--- src/rtl/issue_pkg.sv ---
// Shared definitions for the instruction issue unit: opcode values, field
// positions inside the 16-bit word, and the read-class decoder.
package issue_pkg;

  localparam int INSTR_W   = 16;
  localparam int FIELD_W   = 4;
  localparam int CODOP_LSB = 12;
  localparam int S4_LSB    = 8;
  localparam int S3_LSB    = 4;
  localparam int S2_LSB    = 0;

  localparam logic [3:0] OP_ADD  = 4'h0;
  localparam logic [3:0] OP_SUB  = 4'h1;
  localparam logic [3:0] OP_ADDI = 4'h2;
  localparam logic [3:0] OP_AND  = 4'h3;
  localparam logic [3:0] OP_OR   = 4'h4;
  localparam logic [3:0] OP_XOR  = 4'h5;
  localparam logic [3:0] OP_ANDI = 4'h6;
  localparam logic [3:0] OP_ORI  = 4'h7;
  localparam logic [3:0] OP_XORI = 4'h8;
  localparam logic [3:0] OP_SLLI = 4'h9;
  localparam logic [3:0] OP_SUBI = 4'hA;

  typedef enum logic [1:0] {RR, RI, NR} read_class_e;

  typedef enum logic {IDLE, READY} issue_state_e;

  // Which source fields an opcode reads from the register bank.
  function automatic read_class_e read_class(input logic [3:0] op);
    read_class_e rc;
    case (op)
      OP_ADD, OP_SUB, OP_AND, OP_OR, OP_XOR:                rc = RR;
      OP_ADDI, OP_ANDI, OP_ORI, OP_XORI, OP_SLLI, OP_SUBI: rc = RI;
      default:                                              rc = NR;
    endcase
    return rc;
  endfunction

endpackage

--- src/rtl/sync_fifo.sv ---
// Single-clock FIFO with a combinational head view; storage is an array with
// no reset so it maps onto distributed RAM.
module sync_fifo
  import issue_pkg::*;
#(
  parameter int WIDTH = 16,
  parameter int DEPTH = 8
) (
  input  logic                     clk,
  input  logic                     rst,
  input  logic                     push,
  input  logic                     pop,
  input  logic [WIDTH-1:0]         wdata,
  output logic [WIDTH-1:0]         head,
  output logic [$clog2(DEPTH):0]   count,
  output logic                     full
);

  localparam int PTR_W = $clog2(DEPTH);
  localparam logic [PTR_W:0] FULL_CNT = (PTR_W+1)'(DEPTH);

  logic [WIDTH-1:0] mem_q [DEPTH];
  logic [PTR_W-1:0] wr_ptr_q, wr_ptr_d;
  logic [PTR_W-1:0] rd_ptr_q, rd_ptr_d;
  logic [PTR_W:0]   count_q, count_d;
  logic             do_push, do_pop;

  assign do_push = push && (count_q != FULL_CNT);
  assign do_pop  = pop && (count_q != '0);

  // Pointers are exactly PTR_W bits wide, so the increment wraps modulo DEPTH.
  always_comb begin
    wr_ptr_d = wr_ptr_q;
    rd_ptr_d = rd_ptr_q;
    count_d  = count_q;
    if (do_push) wr_ptr_d = wr_ptr_q + 1'b1;
    if (do_pop)  rd_ptr_d = rd_ptr_q + 1'b1;
    case ({do_push, do_pop})
      2'b10:   count_d = count_q + 1'b1;
      2'b01:   count_d = count_q - 1'b1;
      default: count_d = count_q;
    endcase
  end

  always_ff @(posedge clk or posedge rst) begin
    if (rst) begin
      wr_ptr_q <= '0;
      rd_ptr_q <= '0;
      count_q  <= '0;
    end else begin
      wr_ptr_q <= wr_ptr_d;
      rd_ptr_q <= rd_ptr_d;
      count_q  <= count_d;
    end
  end

  always_ff @(posedge clk) begin
    if (do_push) mem_q[wr_ptr_q] <= wdata;
  end

  assign head  = mem_q[rd_ptr_q];
  assign count = count_q;
  assign full  = (count_q == FULL_CNT);

endmodule

--- src/rtl/instr_issue.sv ---
// Instruction issue unit: buffers loader words, issues one per tick into the
// ALU field registers, and stalls while a source has a write-back in flight.
module instr_issue
  import issue_pkg::*;
#(
  parameter int DEPTH  = 8,
  parameter int WB_LAT = 2
) (
  input  logic                   CLK_50,
  input  logic                   RST,
  input  logic                   tick,
  input  logic                   in_valid,
  input  logic [15:0]            in_instr,
  output logic                   in_ready,
  output logic [3:0]             codop,
  output logic [3:0]             s4,
  output logic [3:0]             s3,
  output logic [3:0]             s2,
  output logic                   issue_valid,
  output logic                   stall,
  output logic [$clog2(DEPTH):0] count
);

  localparam int CNT_W = $clog2(DEPTH) + 1;

  logic [INSTR_W-1:0] fifo_head;
  logic [CNT_W-1:0]   fifo_count;
  logic               fifo_full;
  logic               fifo_nonempty;
  logic               push;
  logic               issue;

  logic [FIELD_W-1:0] head_codop, head_s4, head_s3, head_s2;
  read_class_e        head_class;
  logic               reads_s3, reads_s2;

  logic [WB_LAT-1:0]              sb_valid_q, sb_valid_d;
  logic [WB_LAT-1:0][FIELD_W-1:0] sb_dest_q, sb_dest_d;
  logic [WB_LAT-1:0]              slot_hit;
  logic                           hazard;

  issue_state_e       state_q, state_d;
  logic [INSTR_W-1:0] fields_q, fields_d;
  logic               issue_valid_q;

  sync_fifo #(
    .WIDTH (INSTR_W),
    .DEPTH (DEPTH)
  ) u_fifo (
    .clk   (CLK_50),
    .rst   (RST),
    .push  (push),
    .pop   (issue),
    .wdata (in_instr),
    .head  (fifo_head),
    .count (fifo_count),
    .full  (fifo_full)
  );

  assign in_ready      = !fifo_full;
  assign push          = in_valid && in_ready;
  assign fifo_nonempty = (fifo_count != '0);

  assign head_codop = fifo_head[CODOP_LSB +: FIELD_W];
  assign head_s4    = fifo_head[S4_LSB +: FIELD_W];
  assign head_s3    = fifo_head[S3_LSB +: FIELD_W];
  assign head_s2    = fifo_head[S2_LSB +: FIELD_W];

  assign head_class = read_class(head_codop);
  assign reads_s3   = (head_class == RR);
  assign reads_s2   = (head_class != NR);

  // The oldest slot writes back on the very tick it retires, so on a tick it
  // no longer guards its register; this makes a dependent issue exactly
  // WB_LAT ticks after its producer.
  genvar gi;
  generate
    for (gi = 0; gi < WB_LAT; gi++) begin : g_slot
      localparam bit RETIRING = (gi == WB_LAT - 1);
      logic live;
      assign live = sb_valid_q[gi] && !(RETIRING && tick);
      assign slot_hit[gi] = live &&
                            ((reads_s3 && (sb_dest_q[gi] == head_s3)) ||
                             (reads_s2 && (sb_dest_q[gi] == head_s2)));
    end
  endgenerate

  assign hazard = fifo_nonempty && (|slot_hit);
  assign stall  = hazard;

  always_comb begin
    state_d = state_q;
    issue   = 1'b0;
    case (state_q)
      IDLE: begin
        if (push) state_d = READY;
      end
      READY: begin
        issue = tick && !hazard;
        if (issue && !push && (fifo_count == CNT_W'(1))) state_d = IDLE;
      end
      default: state_d = IDLE;
    endcase
  end

  // Scoreboard advances on every tick, whether or not anything issued.
  always_comb begin
    sb_valid_d = sb_valid_q;
    sb_dest_d  = sb_dest_q;
    if (tick) begin
      for (int i = WB_LAT - 1; i > 0; i--) begin
        sb_valid_d[i] = sb_valid_q[i-1];
        sb_dest_d[i]  = sb_dest_q[i-1];
      end
      sb_valid_d[0] = issue;
      sb_dest_d[0]  = issue ? head_s4 : '0;
    end
  end

  always_comb begin
    fields_d = fields_q;
    if (issue) fields_d = fifo_head;
  end

  always_ff @(posedge CLK_50 or posedge RST) begin
    if (RST) begin
      state_q       <= IDLE;
      sb_valid_q    <= '0;
      sb_dest_q     <= '0;
      fields_q      <= '0;
      issue_valid_q <= 1'b0;
    end else begin
      state_q       <= state_d;
      sb_valid_q    <= sb_valid_d;
      sb_dest_q     <= sb_dest_d;
      fields_q      <= fields_d;
      issue_valid_q <= issue;
    end
  end

  assign codop       = fields_q[CODOP_LSB +: FIELD_W];
  assign s4          = fields_q[S4_LSB +: FIELD_W];
  assign s3          = fields_q[S3_LSB +: FIELD_W];
  assign s2          = fields_q[S2_LSB +: FIELD_W];
  assign issue_valid = issue_valid_q;
  assign count       = fifo_count;

endmodule

--- config.mk ---
export PLATFORM = sky130hd
export DESIGN_NAME = instr_issue
export DESIGN_NICKNAME = d
export VERILOG_FILES = /design/src/rtl/issue_pkg.sv /design/src/rtl/sync_fifo.sv /design/src/rtl/instr_issue.sv
export SDC_FILE = /design/constraint.sdc
export NUM_CORES = 1
export LEC_CHECK = 0
export ABC_AREA = 1
export CORE_MARGIN = 1
export CORE_UTILIZATION = 42
export CTS_CLUSTER_DIAMETER = 50
export DETAILED_ROUTE_END_ITERATION = 10
export PLACE_DENSITY_LB_ADDON = 0.15
export RECOVER_POWER = 25
export SLEW_MARGIN = 40
export SYNTH_ARGS = -nofsm -noshare
export SYNTH_HDL_FRONTEND = slang
export SYNTH_SLANG_ARGS = --single-unit
--- constraint.sdc ---
create_clock -name CLK_50 -period 6.99 [get_ports CLK_50]
set_clock_uncertainty 0.2 [all_clocks]
set_input_delay 0.699 -clock CLK_50 [delete_from_list [all_inputs] [get_ports CLK_50]]
set_output_delay 0.699 -clock CLK_50 [all_outputs]
set_load 0.05 [all_outputs]
==> metrics.csv, run 1 <==
stage,metric,value,unit
drt,drt pass-1 iters,6,
min_path,Worst Hold Path Cells,2,
outcome,status,"finished, violations left",
outcome,failing checks,"max-capacitance violations, max-slew violations",
grt,grt ovf,0,
logic_synthesis,sequential share of the synthesized area,67.02,%
die,Ports,43,
finish,FILL cells,1475,
worst_setup_path,Critical Path Start,u_fifo.rd_ptr_q[0]$_DFFE_PP0P_,
worst_setup_path,startpoint types,flip-flop,
worst_setup_path,Worst Reg2Reg Path Length in Cells,21,
worst_setup_path,max incr delay on CP,0.79,ns
sta,count of final hold-check violations,0,
logic_synthesis,cell area after synthesis,7154,um2
worst_setup_path,CP max stage cell,clkdlybuf4s50_1,
min_path,HP Class,flip-flop to flip-flop,
drt,Post-DRT Antenna Nets,0,
clock_network,Post-CTS Hold Buffers,0,
sta,Max Slew Vio Count,39,
logic_synthesis,Yosys warning total,0,
logic_synthesis,synth cell count leaders,"202 x nand2_1, 128 x edfxtp_1, 72 x nor2_1",
logic_synthesis,"EDFF count, synth",128,
power_and_ir_drop,Leak,3.427,nW
die,Die ar.,17560,um2
clock_network,Clock Latency Late Sink,0.43,ns
grt,global-route wire length before repair,24620,um
worst_setup_path,CP required,6.09,ns
finish,final cell count without fillers,961,
clock_network,post-CTS resize count,0,
drt,Via Count,4802,
grt,initial antenna violation count,0,
drt,mean routed wirelength per cell,16.15,um
clock_network,CTS tree,done,
die,row count,47,
min_path,worst hold start,fields_q[12]$_DFFE_PP0P_,
logic_synthesis,Post-synth ARST share,22.89,%
logic_synthesis,syn avg cell area,10.47,um2
power_and_ir_drop,worst vdd ir,0.2846,mV
clock_network,clock sinks,166,
worst_setup_path,CP bufs+invs,4,
worst_setup_path,"Largest delay share family, worst path",buffers and inverters,
finish,post-layout util,50.11,%
sta,Rel. slew slack,-36.87,%
worst_setup_path,CP Cell Sequence,"buf_4, inv_4, nand2_1, nand3_1, nand2_1, nand2_1, nand2_1, nand2_1, a21oi_1, nand3_1, nand2_1, nand2_1, nand2_1, nand2_2, inv_1, clkdlybuf4s50_1",
worst_setup_path,Worst Path Max Fanout,67,
sta,worst slew pin tran,2.053,ns
worst_setup_path,Worst path depth,16,
sta,Setup-failing EPs final,0,
placed_design,# port buffers,42,
finish,area grow syn2layout,16.16,%
logic_synthesis,largest area contributor in the netlist,edfxtp_1,
drt,drt total wl,15520,um
grt,vias in the first global route,4558,
drt,DR vias/cell,4.997,
placed_design,Placed Area,7754,um2
power_and_ir_drop,PD cells,470.5,nW/um2
power_and_ir_drop,Clk network pwr share,22.7,%
die,die height,132.5,um
sta,RSZ-0062 raised after global routing,no,
power_and_ir_drop,Int Power,2.303,mW
logic_synthesis,#FFs+latches synth,166,
power_and_ir_drop,total power,3.910,mW
drt,Initial DRC Count,467,
placed_design,routability congestion estimate,0.8727,
clock_network,TritonCTS buffer count,17,
sta,f_max,205.9,MHz
sta,total negative slack,0,ns
finish,share of cells above drive strength 1,7.557,%
clock_network,clock-pin slew reported for the worst setup and hold paths after clock tree synthesis,0.06,ns
logic_synthesis,Synth area leaders,"edfxtp_1 54%, dfrtp_1 13%, nand2_1 11%",
placed_design,Placed Cells,930,
sta,Tmin final,4.857,ns
finish,# nets final,755,
power_and_ir_drop,Seq pwr share,35.9,%
drt,# DRC,0,
worst_setup_path,WS Path Type,flip-flop to output pin,
worst_setup_path,arrival time of the worst setup path,3.96,ns
logic_synthesis,Post-synth top flop,edfxtp_1,
power_and_ir_drop,switching part of the total,41.10,%
logic_synthesis,Synth Instances,683,
clock_network,CTS max path bufs,2,
grt,Total Routing Usage GR,18.84,%
power_and_ir_drop,Comb power frac,41.4,%
clock_network,CTS HTree Levels,4,
logic_synthesis,post-synth top area share,53.73,%
die,Initial Utilization,43.14,%
logic_synthesis,"Distinct cells, synth",25,
die,die width,132.5,um
grt,largest net degree at the start of global routing,68,
sta,Final Cycle Share,69.48,%
worst_setup_path,CP endpoint kind,output pin,
logic_synthesis,most frequent cell after synthesis,nand2_1,
clock_network,Root Driver,clkbuf_16,
clock_network,Post-CTS Setup Bufs,0,
worst_setup_path,CP dominant cell by count,nand2_1,
finish,antenna fix cells,0,
run,Max Cap Viol,1,
die,Core ar.,16580,um2
placed_design,HPWL after DPL,9497,um
worst_setup_path,RR Startpoint,u_fifo.rd_ptr_q[0]$_DFFE_PP0P_,
finish,post-route cell area,8310,um2
logic_synthesis,Synthesized Nets,709,
power_and_ir_drop,switching power,1.607,mW
tightest hold or removal path, delay by kind of cell, from the launching register on:
kind,cells,cell delay [ns]
flip-flops,1,0.34
AND/OR/NAND/NOR,2,0.10
flip-flops by register name, summed over array words and instances, names as in the netlist:
| name | flops |
|---|---|
| sb_dest_q | 8 |
| state_q | 1 |
| issue_valid | 1 |
| u_fifo.rd_ptr_q | 3 |
| u_fifo.count | 4 |
| u_fifo.mem_q | 128 |
| fields_q | 16 |
| sb_valid_q | 2 |
| u_fifo.wr_ptr_q | 3 |
final timing paths:
| kind | end | slack [ns] |
|---|---|---|
| setup / recovery | stall | 2.13 |
| hold / removal | fields_q[12]$_DFFE_PP0P_ | 0.28 |
| setup reg to reg | u_fifo.count[3]$_DFFE_PP0P_ | 2.96 |
| hold reg to reg | fields_q[12]$_DFFE_PP0P_ | 0.28 |
| max in group asynchronous | u_fifo.rd_ptr_q[0]$_DFFE_PP0P_ | 4.01 |
| min in group asynchronous | fields_q[10]$_DFFE_PP0P_ | 1.26 |
layout by cell type (no fill, tap or decap), types with 6 or more instances in the layout:
cell               n
a21oi_1            7
buf_4             10
clkbuf_16         17
clkdlybuf4s50_1   31
dfrtp_1           37
dlygate4sd3_1     11
edfxtp_1         128
ha_1               6
inv_1             64
nand2_1          202
nand3_1           59
nor2_1            72
o21ai_0           35
o21ai_1           14
o21ai_2           10
per-stage QoR:
step                hold slack [ns]  worst slack, ns
detailed placement           0.2695            2.621
CTS                          0.2867            2.161
finish                       0.2799            2.133
global route                 0.3041            1.873
floorplan                    0.2481            3.679
global placement             0.2643            2.435
power groups by stage:
stage	logic, mW	registers, mW	clock network [mW]
global placement	1.60	1.42	0
global route	1.80	1.42	0.939
finish	1.62	1.40	0.889
CTS	1.63	1.40	0.905
floorplan	1.01	1.60	0
detailed placement	1.62	1.42	0
cell families after synthesis:
| logic type | share of synthesized area, % |
|---|---|
| buffers and inverters | 6.069 |
| adder cells (fa/ha/maj) | 1.049 |
| AND/OR/NAND/NOR | 19.08 |
| AO/OA/AOI/OAI | 6.051 |
| flip-flops | 67.02 |
| XOR/XNOR | 0.7347 |
layout make-up:
type	instances	area [um2]	share of cell area, %
sequential	166	4796	57.71
timing repair buffer	53	499.2	6.007
clock inverter	14	135.1	1.626
clock buffer	17	425.4	5.119
multi-input combinational	424	1926	23.17
inverter	67	254.0	3.056
tap	220	275.3	3.312
metal layers:
metal	track usage (%)	wire, um	up-vias
met3	4.215	892	21
met1	25.73	7199	2291
met5	0	0	-
li1	-	-	2349
met4	6.705	252	0
met2	29.62	7179	141
(Power assumes the default switching activity.)
==> inputs of run 2 (changes only) <==
==> constraint.sdc (replaced) <==
create_clock -name CLK_50 -period 5.1 [get_ports CLK_50]
set_clock_uncertainty 0.2 [all_clocks]
set_input_delay 0.51 -clock CLK_50 [delete_from_list [all_inputs] [get_ports CLK_50]]
set_output_delay 0.51 -clock CLK_50 [all_outputs]
set_load 0.05 [all_outputs]
==> run 2 against run 1 <==
The flow now finishes without violations. Power is 37% higher. Final cell count is 0.10% higher. Register-to-register slack worse by 1.6 ns. Critical path type unchanged. Largest cell class unchanged.
==> metrics.csv, run 2 (same netlist as run 1, synthesis figures left out) <==
stage,metric,value,unit
drt,DR vias/cell,5.045,
die,Initial Utilization,43.14,%
worst_setup_path,WS Path Type,flip-flop to output pin,
sta,Setup-failing EPs final,0,
sta,RSZ-0062 raised after global routing,no,
sta,count of final hold-check violations,0,
grt,largest net degree at the start of global routing,67,
clock_network,TritonCTS buffer count,17,
finish,share of cells above drive strength 1,7.278,%
finish,Largest Register,u_fifo.mem_q,
power_and_ir_drop,PD cells,645.2,nW/um2
finish,flip-flop count of the largest register after layout,128,
drt,wire length on met1,7205,um
placed_design,Placed Area,7766,um2
clock_network,clock-pin slew reported for the worst setup and hold paths after clock tree synthesis,0.06,ns
clock_network,clock sinks,166,
drt,met3 WL post-DR,772,um
finish,area grow syn2layout,16.14,%
sta,worst slew pin tran,0.7628,ns
die,die width,132.5,um
clock_network,CTS HTree Levels,4,
clock_network,Post-CTS Hold Buffers,0,
worst_setup_path,arrival time of the worst setup path,3.65,ns
worst_setup_path,CP max stage cell,clkdlybuf4s50_1,
grt,initial antenna violation count,0,
placed_design,# port buffers,42,
placed_design,routability congestion estimate,0.8416,
run,Max Cap Viol,0,
die,die height,132.5,um
clock_network,Root Driver,clkbuf_16,
clock_network,CTS tree,done,
finish,Largest regs,"u_fifo.mem_q (128), fields_q (16), sb_dest_q (8)",
clock_network,CTS max path bufs,2,
finish,"commonest non-fill, non-tap cell in the layout",nand2_1,
die,Die ar.,17560,um2
drt,mean routed wirelength per cell,16.44,um
die,Ports,43,
finish,final cell count without fillers,962,
grt,global-route wire length before repair,25100,um
clock_network,Post-CTS Setup Bufs,0,
grt,Total Routing Usage GR,19.17,%
finish,FILL cells,1492,
die,row count,47,
power_and_ir_drop,worst vdd ir,0.3188,mV
finish,post-route cell area,8309,um2
sta,final worst slack,0.7371,ns
finish,most frequent cells in the layout,"202 x nand2_1, 128 x edfxtp_1, 72 x nor2_1",
clock_network,post-CTS resize count,0,
sta,Final Cycle Share,85.55,%
worst_setup_path,startpoint types,flip-flop,
sta,total negative slack,0,ns
sta,Rel. slew slack,49.09,%
drt,top layer in use,met4,
worst_setup_path,max incr delay on CP,0.79,ns
min_path,HP Class,flip-flop to flip-flop,
worst_setup_path,Worst Path Max Fanout,37,
sta,f_max,229.2,MHz
drt,routed length on met2,7486,um
placed_design,Placed Cells,932,
drt,# DRC,0,
finish,antenna fix cells,0,
grt,vias in the first global route,4663,
outcome,status,"finished, final reports clean",
drt,drt pass-1 iters,5,
finish,multi-input logic area,1926,um2
drt,drt total wl,15820,um
placed_design,DP Worst Slack,1.149,ns
worst_setup_path,CP endpoint kind,output pin,
finish,# nets final,757,
power_and_ir_drop,total power,5.361,mW
worst_setup_path,CP required,4.39,ns
worst_setup_path,CP Cell Sequence,"inv_2, buf_4, nand2_1, nand3_1, nand3_1, nand2_1, nand2_1, a21oi_1, nand3_1, nand2_1, nand2_1, nand2_1, nand2_2, inv_1, clkdlybuf4s50_1",
clock_network,Clock Latency Late Sink,0.43,ns
placed_design,HPWL after DPL,9806,um
grt,grt ovf,0,
die,Core ar.,16580,um2
drt,Initial DRC Count,376,
sta,Max Slew Vio Count,0,
sta,Tmin final,4.363,ns
power_and_ir_drop,Leak,3.422,nW
drt,Via Count,4853,
finish,Register Area,4796,um2
worst_setup_path,CP dominant cell by count,nand2_1,
drt,Post-DRT Antenna Nets,0,
==> run 2: cell type report <==
type,count,area share [%]
Sequential cell,166,57.72
Multi-Input combinational cell,424,23.17
Timing Repair Buffer,55,6.234
Clock buffer,18,5.165
Tap cell,220,3.313
Inverter,67,3.027
Clock inverter,12,1.370
==> run 2: path summary, 6_finish.rpt <==
check	start	depth (start not counted)	slack, ns	end
setup / recovery	u_fifo.rd_ptr_q[0]$_DFFE_PP0P_	15	0.74	stall
hold / removal	fields_q[12]$_DFFE_PP0P_	2	0.28	fields_q[12]$_DFFE_PP0P_
setup reg to reg	u_fifo.rd_ptr_q[0]$_DFFE_PP0P_	20	1.32	u_fifo.count[3]$_DFFE_PP0P_
hold reg to reg	fields_q[12]$_DFFE_PP0P_	2	0.28	fields_q[12]$_DFFE_PP0P_
max in group asynchronous	RST	3	4.03	u_fifo.rd_ptr_q[0]$_DFFE_PP0P_
min in group asynchronous	RST	3	0.31	u_fifo.count[2]$_DFFE_PP0P_
==> run 2: where the power goes <==
group | internal, mW | total (mW) | switching, mW | leakage [nW]
registers | 1.77 | 1.91 | 0.142 | 1.62
clock network | 0.704 | 1.20 | 0.496 | 0.251
logic | 0.684 | 2.25 | 1.57 | 1.55
total | 3.16 | 5.36 | 2.20 | 3.42
==> run 2: stage by stage <==
stage	hold WS, ns	utilization (%)
final	0.2791	50.11
after floorplan	0.2481	-
after global routing	0.3045	50.11
after global placement	0.2653	46.83
after detailed placement	0.2663	46.83
after CTS	0.2832	50.11
==> run 2: per-layer routing <==
metal | track usage [%] | vias up
met5 | 0 | -
met4 | 8.301 | 0
met3 | 4.253 | 29
met2 | 30.85 | 126
met1 | 25.00 | 2348
li1 | - | 2350
==> run 2: worst max-delay path: cells and delay by family (launching register included) <==
kind | cells | cell delay (ns)
AND/OR/NAND/NOR | 10 | 0.94
flip-flops | 1 | 0.40
buffers and inverters | 4 | 1.65
AO/OA/AOI/OAI | 1 | 0.20
==> inputs of run 3 (changes only) <==
--- a/config.mk
+++ b/config.mk
@@ -6,8 +6,9 @@
 export NUM_CORES = 1
 export LEC_CHECK = 0
 export ABC_AREA = 1
+export CORE_ASPECT_RATIO = 1.5
 export CORE_MARGIN = 1
-export CORE_UTILIZATION = 42
+export CORE_UTILIZATION = 50
 export CTS_CLUSTER_DIAMETER = 50
 export DETAILED_ROUTE_END_ITERATION = 10
 export PLACE_DENSITY_LB_ADDON = 0.15
==> run 3 against run 2 <==
Clock power about the same. Cell area down 0.26%. Final cell count down 2.6%. Sequential share of layout area up 0.15 points. Die area down 16%. Global-route usage up 2.8 points. Flip-flop and latch count unchanged. Core utilization up 9.1 points. Largest cell class unchanged. Highest routed layer unchanged.
==> metrics.csv, run 3 (same netlist as run 1, synthesis figures left out) <==
stage,metric,value,unit
die,die height,148.5,um
grt,initial antenna violation count,0,
clock_network,Clock Latency Late Sink,0.42,ns
placed_design,routability congestion estimate,0.8819,
finish,"commonest non-fill, non-tap cell in the layout",nand2_1,
clock_network,clock sinks,166,
clock_network,CTS HTree Levels,4,
sta,count of final hold-check violations,0,
finish,multi-input logic area,1926,um2
drt,Post-DRT Antenna Nets,0,
grt,Total Routing Usage GR,22.00,%
drt,drt total wl,14940,um
drt,DR vias/cell,5.202,
sta,worst slew pin tran,0.8193,ns
clock_network,CTS max path bufs,2,
die,Ports,43,
finish,share of cells above drive strength 1,7.919,%
power_and_ir_drop,PD cells,641.3,nW/um2
finish,post-route cell area,8288,um2
placed_design,HPWL after DPL,9474,um
finish,flip-flop count of the largest register after layout,128,
placed_design,Placed Area,7739,um2
grt,largest net degree at the start of global routing,67,
finish,Largest Register,u_fifo.mem_q,
finish,Register Area,4796,um2
worst_setup_path,arrival time of the worst setup path,3.57,ns
finish,area grow syn2layout,15.84,%
clock_network,Post-CTS Setup Bufs,0,
power_and_ir_drop,worst vdd ir,0.3458,mV
clock_network,Root Driver,clkbuf_16,
finish,post-layout util,59.23,%
sta,Final Cycle Share,83.87,%
sta,Setup-failing EPs final,0,
worst_setup_path,CP required,4.39,ns
clock_network,CTS tree,done,
die,Core ar.,13990,um2
drt,mean routed wirelength per cell,15.94,um
worst_setup_path,WS Path Type,flip-flop to output pin,
clock_network,TritonCTS buffer count,17,
sta,total negative slack,0,ns
clock_network,post-CTS resize count,0,
worst_setup_path,startpoint types,flip-flop,
power_and_ir_drop,total power,5.315,mW
sta,Max Slew Vio Count,0,
outcome,status,"finished, final reports clean",
placed_design,# port buffers,42,
sta,RSZ-0062 raised after global routing,no,
drt,Via Count,4874,
worst_setup_path,CP endpoint kind,output pin,
die,Die ar.,14800,um2
power_and_ir_drop,Leak,3.447,nW
sta,f_max,233.8,MHz
die,row count,53,
die,Initial Utilization,51.13,%
run,Max Cap Viol,0,
drt,Initial DRC Count,346,
clock_network,Post-CTS Hold Buffers,0,
finish,FILL cells,1147,
drt,drt pass-1 iters,5,
finish,# nets final,758,
finish,antenna fix cells,0,
grt,grt ovf,0,
worst_setup_path,Worst Path Max Fanout,34,
sta,Rel. slew slack,45.32,%
die,die width,99.67,um
clock_network,clock-pin slew reported for the worst setup and hold paths after clock tree synthesis,0.06,ns
grt,global-route wire length before repair,24020,um
sta,Tmin final,4.277,ns
drt,# DRC,0,
min_path,HP Class,flip-flop to flip-flop,
grt,vias in the first global route,4776,
finish,Largest regs,"u_fifo.mem_q (128), fields_q (16), sb_dest_q (8)",
finish,most frequent cells in the layout,"202 x nand2_1, 128 x edfxtp_1, 72 x nor2_1",
-- run 3: cell count changes in the layout (fill, tap and decap cells not counted) --
| cell | delta |
|---|---|
| clkinv_4 | +5 |
| clkinvlp_4 | -4 |
| inv_4 | +2 |
| clkbuf_1 | +2 |
| inv_6 | +1 |
| dlygate4sd3_1 | -1 |
| clkbuf_8 | +1 |
| clkdlybuf4s50_1 | +1 |
| buf_4 | +1 |
| bufinv_16 | -2 |
| clkinv_1 | -4 |
| clkbuf_16 | +1 |
-- run 3: per-stage QoR --
stage | instances | setup slack [ns] | hold slack (ns)
2_1_floorplan | 683 | 1.789 | 0.2481
6_report | 937 | 0.8229 | 0.2785
4_1_cts | 937 | 0.7986 | 0.2832
3_3_place_gp | 905 | 1.313 | 0.2655
3_5_place_dp | 905 | 1.269 | 0.2678
5_1_grt | 937 | 0.5298 | 0.3019
-- run 3: worst paths after layout --
| check | slack [ns] | cells past startpoint | startpoint | end |
|---|---|---|---|---|
| max | 0.82 | 15 | u_fifo.rd_ptr_q[0]$_DFFE_PP0P_ | stall |
| min | 0.28 | 2 | fields_q[12]$_DFFE_PP0P_ | fields_q[12]$_DFFE_PP0P_ |
| max reg2reg | 1.43 | 20 | u_fifo.rd_ptr_q[0]$_DFFE_PP0P_ | u_fifo.count[3]$_DFFE_PP0P_ |
| min reg2reg | 0.28 | 2 | fields_q[12]$_DFFE_PP0P_ | fields_q[12]$_DFFE_PP0P_ |
| max in group asynchronous | 4.03 | 3 | RST | u_fifo.rd_ptr_q[0]$_DFFE_PP0P_ |
| min in group asynchronous | 0.30 | 3 | RST | u_fifo.wr_ptr_q[1]$_DFFE_PP0P_ |
-- run 3: routing by layer --
metal	GRT usage, %	vias up	share of wire [%]	routed length, um
met3	4.699	38	4.3	637
met1	26.02	2317	40	6032
met2	37.07	158	52	7773
li1	-	2361	-	-
met4	12.28	0	3.3	496
met5	0	-	0	0
-- run 3: layout make-up --
cell class,count,area share (%)
Clock buffer,22,5.737
Timing Repair Buffer,56,6.341
Multi-Input combinational cell,424,23.23
Tap cell,192,2.899
Sequential cell,166,57.87
Clock inverter,10,0.8907
Inverter,67,3.034
-- run 3: where the power goes --
group | internal, mW | leakage, nW | switching, mW
Combinational | 0.686 | 1.55 | 1.54
Sequential | 1.77 | 1.62 | 0.139
Clock | 0.668 | 0.272 | 0.513
Total | 3.12 | 3.45 | 2.19
-- run 3: critical path, stage by stage, from the launching register on --
cell             delay, ns
dfrtp_2               0.40
inv_2                 0.43
buf_4                 0.41
nand2_1               0.10
nand3_1               0.09
nand3_1               0.08
nand2_1               0.16
nand2_1               0.07
a21oi_1               0.16
nand3_1               0.09
nand2_1               0.06
nand2_1               0.04
nand2_1               0.11
nand2_2               0.09
inv_1                 0.06
clkdlybuf4s50_1       0.79
